$ cat config.mk
export PLATFORM = sky130hd
export DESIGN_NAME = key_param_ctrl
export DESIGN_NICKNAME = d
export VERILOG_FILES = /design/src/rtl/key_param_ctrl.sv
export SDC_FILE = /design/constraint.sdc
export NUM_CORES = 1
export LEC_CHECK = 0
export ABC_AREA = 1
export CORE_MARGIN = 10
export CORE_UTILIZATION = 40
export DETAILED_ROUTE_END_ITERATION = 10
export HOLD_SLACK_MARGIN = 0.08
export SETUP_SLACK_MARGIN = 0.5
export SYNTH_ARGS = -nofsm -noshare
export SYNTH_HDL_FRONTEND = slang
export SYNTH_HIERARCHICAL = 1
export SYNTH_SLANG_ARGS = --single-unit
export TNS_END_PERCENT = 100
$ cat constraint.sdc
create_clock -name clk -period 6 [get_ports clk]
set_input_delay 1.2 -clock clk [delete_from_list [all_inputs] [get_ports clk]]
set_output_delay 1.2 -clock clk [all_outputs]
set_load 0.01 [all_outputs]
$ cat src/rtl/key_param_ctrl.sv
// Push-button tuning controller: debounced select/inc/dec keys step a bank of NPARAM parameters.
// Optional auto-repeat on held step keys when KEY_PARAM_AUTOREPEAT_EN is defined.

module key_param_ctrl_deb #(
  parameter int TICK = 1000
) (
  input  logic clk,
  input  logic rstn,
  input  logic key,
  output logic deb
);
  localparam int CW = $clog2(TICK + 1);

  logic [1:0]    sync;
  logic [CW-1:0] cnt;

  // Debounced level flips only after TICK consecutive cycles of disagreement.
  always_ff @(posedge clk or negedge rstn) begin
    if (!rstn) begin
      sync <= 2'b11;
      cnt  <= '0;
      deb  <= 1'b1;
    end else begin
      sync <= {sync[0], key};
      if (sync[1] == deb) begin
        cnt <= '0;
      end else if (cnt == CW'(TICK)) begin
        deb <= sync[1];
        cnt <= '0;
      end else begin
        cnt <= cnt + 1'b1;
      end
    end
  end
endmodule

module key_param_ctrl #(
  parameter int TICK   = 1000,
  parameter int NPARAM = 4,
  parameter int WIDTH  = 8,
  parameter int INIT   = 0,
  parameter int HOLD   = 50_000_000,
  parameter int RATE   = 5_000_000
) (
  input  logic                       clk,
  input  logic                       rstn,
  input  logic                       key_sel,
  input  logic                       key_inc,
  input  logic                       key_dec,
  output logic [$clog2(NPARAM)-1:0]  sel,
  output logic [NPARAM*WIDTH-1:0]    params,
  output logic                       update
);
  localparam int SW = $clog2(NPARAM);
  localparam logic [WIDTH-1:0] VMAX = '1;

  if (TICK < 1 || NPARAM < 2 || WIDTH < 1 || WIDTH > 16 || HOLD < 1 || RATE < 1) begin : g_bad_param
    $error("key_param_ctrl: illegal parameter");
  end

  logic [2:0] raw, deb, deb_q, press;
  assign raw = {key_dec, key_inc, key_sel};

  for (genvar i = 0; i < 3; i++) begin : g_key
    key_param_ctrl_deb #(.TICK(TICK)) u_deb (
      .clk  (clk),
      .rstn (rstn),
      .key  (raw[i]),
      .deb  (deb[i])
    );
  end

  always_ff @(posedge clk or negedge rstn) begin
    if (!rstn) deb_q <= '1;
    else       deb_q <= deb;
  end
  assign press = deb_q & ~deb;

  // A step press only counts while the opposite key is released.
  logic up_ev, dn_ev, step_up, step_dn;
  assign up_ev = press[1] & deb[2];
  assign dn_ev = press[2] & deb[1];

`ifdef KEY_PARAM_AUTOREPEAT_EN
  typedef enum logic [1:0] {S_IDLE, S_WAIT, S_REP} st_t;
  localparam int RMAX = (HOLD > RATE) ? HOLD : RATE;
  localparam int CW   = $clog2(RMAX + 1);
  localparam logic [CW-1:0] HOLD_M1 = CW'(HOLD - 1);
  localparam logic [CW-1:0] RATE_M1 = CW'(RATE - 1);

  st_t           st;
  logic [CW-1:0] cnt, lim;
  logic          dir, held, fire;

  assign held    = ~(~deb[1] & ~deb[2]) & (dir ? ~deb[1] : ~deb[2]);
  assign lim     = (st == S_WAIT) ? HOLD_M1 : RATE_M1;
  assign fire    = (st != S_IDLE) && held && (cnt == lim);
  assign step_up = (st == S_IDLE) ? up_ev : (fire & dir);
  assign step_dn = (st == S_IDLE) ? dn_ev : (fire & ~dir);

  always_ff @(posedge clk or negedge rstn) begin
    if (!rstn) begin
      st  <= S_IDLE;
      cnt <= '0;
      dir <= 1'b0;
    end else begin
      case (st)
        S_IDLE: if (up_ev | dn_ev) begin
          st  <= S_WAIT;
          dir <= up_ev;
          cnt <= '0;
        end
        default: begin
          if (!held) begin
            st  <= S_IDLE;
            cnt <= '0;
          end else if (cnt == lim) begin
            st  <= S_REP;
            cnt <= '0;
          end else begin
            cnt <= cnt + 1'b1;
          end
        end
      endcase
    end
  end
`else
  assign step_up = up_ev;
  assign step_dn = dn_ev;
`endif

  logic [NPARAM-1:0][WIDTH-1:0] prm;
  assign params = prm;

  // Step targets the sel value from before this edge; sel may advance on the same edge.
  always_ff @(posedge clk or negedge rstn) begin
    if (!rstn) begin
      sel    <= '0;
      prm    <= {NPARAM{WIDTH'(INIT)}};
      update <= 1'b0;
    end else begin
      update <= 1'b0;
      if (press[0]) sel <= (sel == SW'(NPARAM - 1)) ? '0 : sel + 1'b1;
      if (step_up && prm[sel] != VMAX) begin
        prm[sel] <= prm[sel] + 1'b1;
        update   <= 1'b1;
      end else if (step_dn && prm[sel] != '0) begin
        prm[sel] <= prm[sel] - 1'b1;
        update   <= 1'b1;
      end
    end
  end
endmodule

### Yosys cells after proc, flatten, opt, wreduce, memory -nomap -nowiden

Cells that the tools add are included.
Widths: inputs -> output; s select.

| storage, ports and cells | value |
|---|---|
| flip-flop bits (word level) | 77 |
| input port bits | 5 |
| output and inout bits | 35 |
| logic and storage cells | 64 |

| cells by class | value |
|---|---|
| add/subtract/negate cells | 6 |
| order comparisons | 2 |
| equal/unequal tests | 8 |
| multiplexer cells | 17 |
| bitwise gates (word level) | 7 |
| reductions and logical operators | 8 |

Operator list:

| kind | number |
|---|---|
| $bwmux 32 | 2 |
| $mux 32 | 2 |
| $mux 10 | 6 |
| $add 10x1->10 const B | 3 |
| $eq 10x10->1 const B | 3 |
| $bmux 8 s2 | 1 |
| $demux 8 s2 | 1 |
| $mux 8 | 2 |
| $add 8x1->8 const B | 1 |
| $ne 8x8->1 const B | 1 |
| $reduce_bool 8->1 | 1 |
| $sub 8x1->8 const B | 1 |
| $reduce_and 2->1 | 3 |
| $and 3x3->3 | 1 |
| $eq 1x1->1 | 3 |
| $logic_and 1x1->1 | 3 |
| $lt 2x3->1 const B | 1 |
| $not 1->1 | 3 |
| $not 3->3 | 1 |
| $add 2x1->2 const B | 1 |
| $and 1x1->1 | 2 |
| $eq 2x2->1 const B | 1 |
| $ge 2x1->1 const B | 1 |
| $mux 1 | 2 |
| other kinds (2) | 2 |

### Depth between registers and ports, before layout

| logic depth | value |
|---|---|
| depth in word-level cells | 7 |
| depth in mapped cells | 16 |
| mapped depth without buffers | 15 |

### By module

Netlist, hierarchy kept.

Modules (own cells, without submodules):

| module | times used | cells an instance | area an instance (µm²) | sequential area each (µm²) |
|---|---|---|---|---|
| key_param_ctrl | 1 | 353 | 2448.6 | 954.7 |
| key_param_ctrl_deb | 3 | 67 | 679.4 | 329.1 |

### Worst setup path before layout

No wires, ideal clock.

| timing path | value |
|---|---|
| path kind | register to register |
| start point | register sel[0] |
| end point | register prm (netlist bit params[27]) |
| setup time | 126 ps |
| arrival time | 2093 ps |
| required time | 5874 ps |
| path slack | 3780 ps |
| cell stages (with the launch flop) | 17 |
| path buffers | 3 |
| clock period less this slack | 2220 ps |
| path through | dfrtp_1 buf_6 buf_8 nand2_1 nand3_1 nand2_1 inv_1 ha_1 nand3_1 inv_1 nand2_2 nand2_4 nand2_4 nand2_2 buf_6 nand2_1 o21ai_0 |

| between the ends | value |
|---|---|
| cells in the longest elaborated chain, start to end | 7 |
| elaborated cells between the ends (all ways) | 18 |
| classes of those cells | add/sub (2); order compare (2); eq/ne (1); mux (8); reduce/logical (5) |

Ends and longest elaborated chain:

| item | line | source |
|---|---|---|
| start: declaration | 50 | `output logic [$clog2(NPARAM)-1:0] sel,` |
| start signal: assignment | 143 | `if (press[0]) sel <= (sel == SW'(NPARAM - 1)) ? '0 : sel + 1'b1;` |
| parallel branches: the longest is 7 deep, another holds $sub 8x1->8 | -- |  |
| end signal: assignment | 139 | `prm <= {NPARAM{WIDTH'(INIT)}};` |
| end signal: indexed assignment | 145 | `prm[sel] <= prm[sel] + 1'b1;` |
| end signal: indexed assignment | 148 | `prm[sel] <= prm[sel] - 1'b1;` |
| end: declaration | 132 | `logic [NPARAM-1:0][WIDTH-1:0] prm;` |

Several ways; the timed one is not identified. The select of a mux whose other input is x is not followed.
A chain may end at the register's enable or synchronous reset.

### Final worst setup path

| timing path | value |
|---|---|
| start point | register sel[0] |
| end point | register prm (netlist bit params[30]) |

Same word-level chain as after synthesis.

==> metrics <==
Placer Congestion about 0.92; drt drc 0; most common cell after layout, fill and taps aside nand2_1; share of post-route cells with drive strength above 1 18.7%; max frequency approximately 310 MHz; crit path kind reg -> reg; PortBufs 39; cells after synthesis between 500 and 600; pin count of the biggest net entering global routing 78; Die X 126 um; Initial Util between 40% and 50%; synthesized net count between 500 and 600; hold_buf cts 0; TNS Setup 0 ps; WL/cell 14.3 um; routed vias/inst 4.83; Sw Pwr 240 uW; flip-flop and latch count after synthesis 77; TritonCTS clock tree done; antenna violations before repair 0; Max FO, Critical Path 23; Yosys warning total 6; Worst Path Arrival 3490 ps; status finished, final reports clean; most frequent cells in the layout nand2_1, dfrtp_1, nand3_1, inv_1, clkdlybuf4s50_1; # setup viols final 0; Finished Core Util 47.2%; Pint 744 uW; TritonCTS buffer count 9; clock tree sinks between 70 and 80; Core Rows 38; hold slack final 357 ps; H-tree depth 3; startpoint types register; Root Driver clkbuf_8; synth unique cells 29; Core Footprint about 11000 um2; Area Growth Syn to Fin 14.6%; Setup WS pre-CTS 2840 ps; sequential power share 54.3%; IO Pins 40; multi-input logic area 2240 um2; Leak Pwr between 2 and 2.5 nW; period utilization 53.5%; Worst setup EP type register; Die Span Y 126 um; worst path required time 6280 ps; slack of the critical path approximately 2800 ps; switching portion of total power 24.3%; Detailed Place HPWL 7.83 mm; final critical-path required period between 3000 and 4000 ps; CTS resizes 0; Pre-antenna DRT Iters 4; clock power share 42.0%; Mean Syn Cell Area between 8 and 9 um2; Slew @ Worst Pin 971 ps; Seq. cell area 1940 um2; maximum vdd drop 0.106 mV; clock skew 21.5 ps; worst skew pair latency about 360 ps; total wire length 10.6 mm; area leader, netlist dfrtp_1; Max-Cap Viols 0; Pwr per Cell Area 191 nW/um2; Min-Delay Path Class reg -> reg; Combinational Power Share 3.7%; Die ar. 15900 um2; RSZ-0062 raised after global routing no; Setup Buffers After CTS 0; Starting DRT DRC Count 213; ant diodes 0; share of the synthesized area in the top cell type approximately 36%; Slew Viols, Final 0; antenna-violating nets left 0; Vias 3568; Pwr Total approximately 980 uW; total grt overflow 0; Tot GR Track Use between 10 and 15%; Rel. slew slack 35.3%; Final Hold Viols 0; vias in the first global route 3405; Final nets ~610; fillers 1065; first-pass GRT wire length 17.9 mm; post-synthesis cell area roughly 4500 um2; sequential fraction of the synthesis area between 40% and 50%; clk slew on worst S/H paths 100 ps; Clock Path Buffers 2; Synth area leaders dfrtp_1, nand2_1, dfstp_2
==> per-stage QoR <==
step / instances / instance area (um2)
after global placement: 722 / 4930
final: 738 / 5140
after detailed placement: 722 / 4930
after CTS: 738 / 5140
after global routing: 738 / 5140
after floorplan: 554 / 4490
==> final timing paths <==
path / cells past startpoint / startpoint / end / slack, ps
worst max-delay path: 15 / sel[0]$_DFFE_PN0P_ / params[30]$_DFFE_PN0P_ / 2790
min in group asynchronous: 1 / rstn / g_key[1].u_deb/cnt[0]$_DFF_PN0_ / 990
worst min register to register: 0 / g_key[0].u_deb/sync[0]$_DFF_PN1_ / g_key[0].u_deb/sync[1]$_DFF_PN1_ / 360
max in group asynchronous: 1 / rstn / params[12]$_DFFE_PN0P_ / 4370
worst min-delay path: 0 / g_key[0].u_deb/sync[0]$_DFF_PN1_ / g_key[0].u_deb/sync[1]$_DFF_PN1_ / 360
worst max register to register: 15 / sel[0]$_DFFE_PN0P_ / params[30]$_DFFE_PN0P_ / 2790
==> per-layer routing <==
layer | wire (um) | global-route usage (%) | vias to the layer above
li1 | - | - | 1814
met1 | 4840 | 17.8 | 1662
met2 | 5020 | 21.8 | 82
met3 | 578 | 3.19 | 10
met4 | 129 | 4.02 | 0
met5 | 0 | 0 | -
==> critical path, cell delays in order (launching register included) <==
cell and delay [ps]:
dfrtp_1 880, inv_2 360, nand2_1 130, nand3_1 70, nand2_1 190, inv_1 160, ha_1 270, nand3_1 140
inv_1 60, nand2_2 140, nand2_4 130, nand2_4 120, nand2_2 160, inv_1 190, nand2_1 70, nand2_1 50
==> cell usage after synthesis <==
cell type,n
nand4_1,6
nor2_4,9
nand2_2,18
nand2_1,202
nor3_2,6
xor2_1,10
a21oi_2,3
dfrtp_1,65
inv_2,5
dfstp_2,12
nand3_2,8
buf_8,1
nor3b_1,1
xnor2_1,3
o21ai_1,11
nand3_1,45
buf_4,1
o21ai_0,8
inv_1,44
nor2_2,23
a21oi_1,6
nand2_4,5
buf_2,1
o21bai_1,1
nand3_4,3
xor2_2,3
ha_1,13
buf_6,8
nor2_1,33
==> kinds of logic after synthesis <==
logic type	Yosys count	share of synthesized area (%)
AOI/OAI and AO/OA	29	3.54
and+or+nand+nor	359	39.2
xor gates and xnor gates	16	3.63
DFF	77	43.3
buffers and inverters	60	6.72
adders and majority gates	13	3.63
==> power groups by stage <==
stage / clock network, mW / registers [mW] / logic, mW
floorplan: 0 / 0.543 / 0.0206
global placement: 0 / 0.544 / 0.0365
detailed placement: 0 / 0.544 / 0.0374
CTS: 0.424 / 0.534 / 0.0375
global route: 0.445 / 0.536 / 0.0427
finish: 0.414 / 0.534 / 0.0359
==> cell type report <==
cell class,instances,area share (%)
well taps,140,3.41
multi-input cells,417,43.6
repair buffers,39,7.55
clock inverters,6,1.36
clock buffers,10,2.68
flip-flops and latches,77,37.8
inverters,49,3.58
==> flip-flops by register name, indices dropped and copies added, names as in the netlist, named ones only <==
signal	count
g_key.u_deb/cnt	30
params	28
g_key.u_deb/sync	6
deb_q	3
g_key.u_deb/deb	3
sel	2
update	1
No activity file was read; power rests on OpenSTA's default activity.
==> patch: new RTL, same flow settings <==
Build with the macro `KEY_PARAM_AUTOREPEAT_EN` defined.
--- a/src/rtl/key_param_ctrl.sv
+++ b/src/rtl/key_param_ctrl.sv
@@ -2,2 +2,4 @@
 // Optional auto-repeat on held step keys when KEY_PARAM_AUTOREPEAT_EN is defined.
+
+`define KEY_PARAM_AUTOREPEAT_EN
 
Formal check against the unedited RTL: no difference found for any inputs over 10 cycles, from zero or initial values and one cycle with rstn low; that may be too few to reach the edited logic, so the function may still have changed.
==> patch against the original RTL <==
Clock skew is 0.015 ns lower; final area is 40% higher; routed wire length is 40% higher; first-iteration DRC count is 72% higher; synthesized cell count is 47% higher; worst setup slack better by 0.14 ns; highest routed layer unchanged; non-clock buffer count is 2 higher; sequential cell count is 29 higher; power is 37% higher; register-to-register slack better by 0.39 ns; count of clock-buffer cells in the layout is 1 higher; area after synthesis is 41% higher.
==> patch: results (changes against the original RTL) <==
- Clock-net power: 0.582 mW (+41%)
- Total power draw: 1.35 mW (+37%)
- R2R depth: 13 (-2)
- Final Wtd Congestion: 0.845 (-8.3%)
- 1st-pass router iterations: 5 (+1)
- Total track usage: 14.2% (+0.57 points)
- Pleak: 3.25 nW (+33%)
- Synthesized net count: 836 (+46%)
- Worst-path fanout max: 24 (+4.3%)
- Root Buffer: clkbuf_16
- Fin cells: 1074 (+46%)
- Fill count: 1541 (+45%)
- Final Net Count: 877 (+44%)
- Vias in the first global route: 4839 (+42%)
- Post-synth top cells: nand2_1, dfrtp_1, inv_1
- Outcome: completed
- Iteration-0 DRC Markers: 367 (+72%)
- Worst-path clk slew: 0.07 ns (-0.03 ns)
- Antenna Cells: 0 (unchanged)
- Worst-Skew Late Latency: 0.36 ns (about the same)
- Global-route wire length before repair: 24900 um (+39%)
- Switching share of total power: 23.6% (-0.76 points)
- Clock Skew: 0.00602 ns (-0.0155 ns)
- H-tree depth: 3 (unchanged)
- Placed cell areas: 6900 um^2 (+40%)
- Synth top area cells: dfrtp_1, nand2_1, dfstp_2, nand3_1, inv_1
- Worst Setup SP: sel[0]
- Final WL: 14800 um (+40%)
- Crit path DAT: 1.87 ns (-1.62 ns)
- Post-Syn Instances: 817 (+47%)
- Max reg flops: 30 (unchanged)
- Cell variety after synth: 39 (+34%)
- Via count: 5177 (+45%)
- P_seq: 0.730 mW (+37%)
- DPL Wire Length: 11000 um (+40%)
- Crit share post-route: 51.2% (-2.4 points)
- Reg-to-reg endpoint: params[15]
- Least-Margin Pin Slew: 0.948 ns (-0.0226 ns)
- Antenna violations before repair: 0 (unchanged)
- Sequential area share after synthesis: 42.3% (-1.0 points)
- Peak VDD IR: 0.128 mV (+20%)
- End of the critical path: sel[0]
- Largest net degree at the start of global routing: 64 (-18%)
- Delay-heaviest family, CP: flip-flops
- Share of cells above drive strength 1: 16.6% (-2.2 points)
- Register-to-register setup slack: 3.18 ns (+0.39 ns)
- Slowest stage delay, CP: 0.83 ns (-0.05 ns)
## patch: layout make-up
cell class / instances / area (um^2) / area share, %
clock buffers: 11 / 243 / 3.38
clock inverters: 5 / 42.5 / 0.592
inverters: 94 / 353 / 4.91
multi-input cells: 606 / 3220 / 44.7
flip-flops and latches: 106 / 2670 / 37.1
well taps: 211 / 264 / 3.67
repair buffers: 41 / 403 / 5.60
## patch: cell families (layout without fill, tap and decap cells)
family                   Yosys count  after routing  synth area share, %
AND/OR/NAND/NOR                  502            502                 38.5
flip-flops                       106            106                 42.3
XOR/XNOR                          22             22                 3.41
buffers and inverters            105            151                 6.76
adder cells (fa/ha/maj)           14             14                 2.78
AO/OA/AOI/OAI                     68             68                 6.30
## patch: layer usage
layer	vias up	GRT usage (%)	wire length, um
li1	2668	-	-
met1	2407	19.1	7170
met2	87	21.9	6740
met3	15	3.10	699
met4	0	4.70	228
met5	-	0	0
## patch: worst min path at each step
| stage | start | end | slack (ns) | cells past startpoint |
|---|---|---|---|---|
| detailed placement | g_key[1].u_deb/sync[0] | g_key[1].u_deb/sync[1] | 0.35 | 0 |
| global placement | g_key[0].u_deb/sync[0] | g_key[0].u_deb/sync[1] | 0.35 | 0 |
| floorplan | g_key[0].u_deb/sync[0] | g_key[0].u_deb/sync[1] | 0.35 | 0 |
| finish | g_key[1].u_deb/sync[0] | g_key[1].u_deb/sync[1] | 0.36 | 0 |
| global route | g_key[1].u_deb/sync[0] | g_key[1].u_deb/sync[1] | 0.36 | 0 |
| CTS | g_key[1].u_deb/sync[0] | g_key[1].u_deb/sync[1] | 0.36 | 0 |
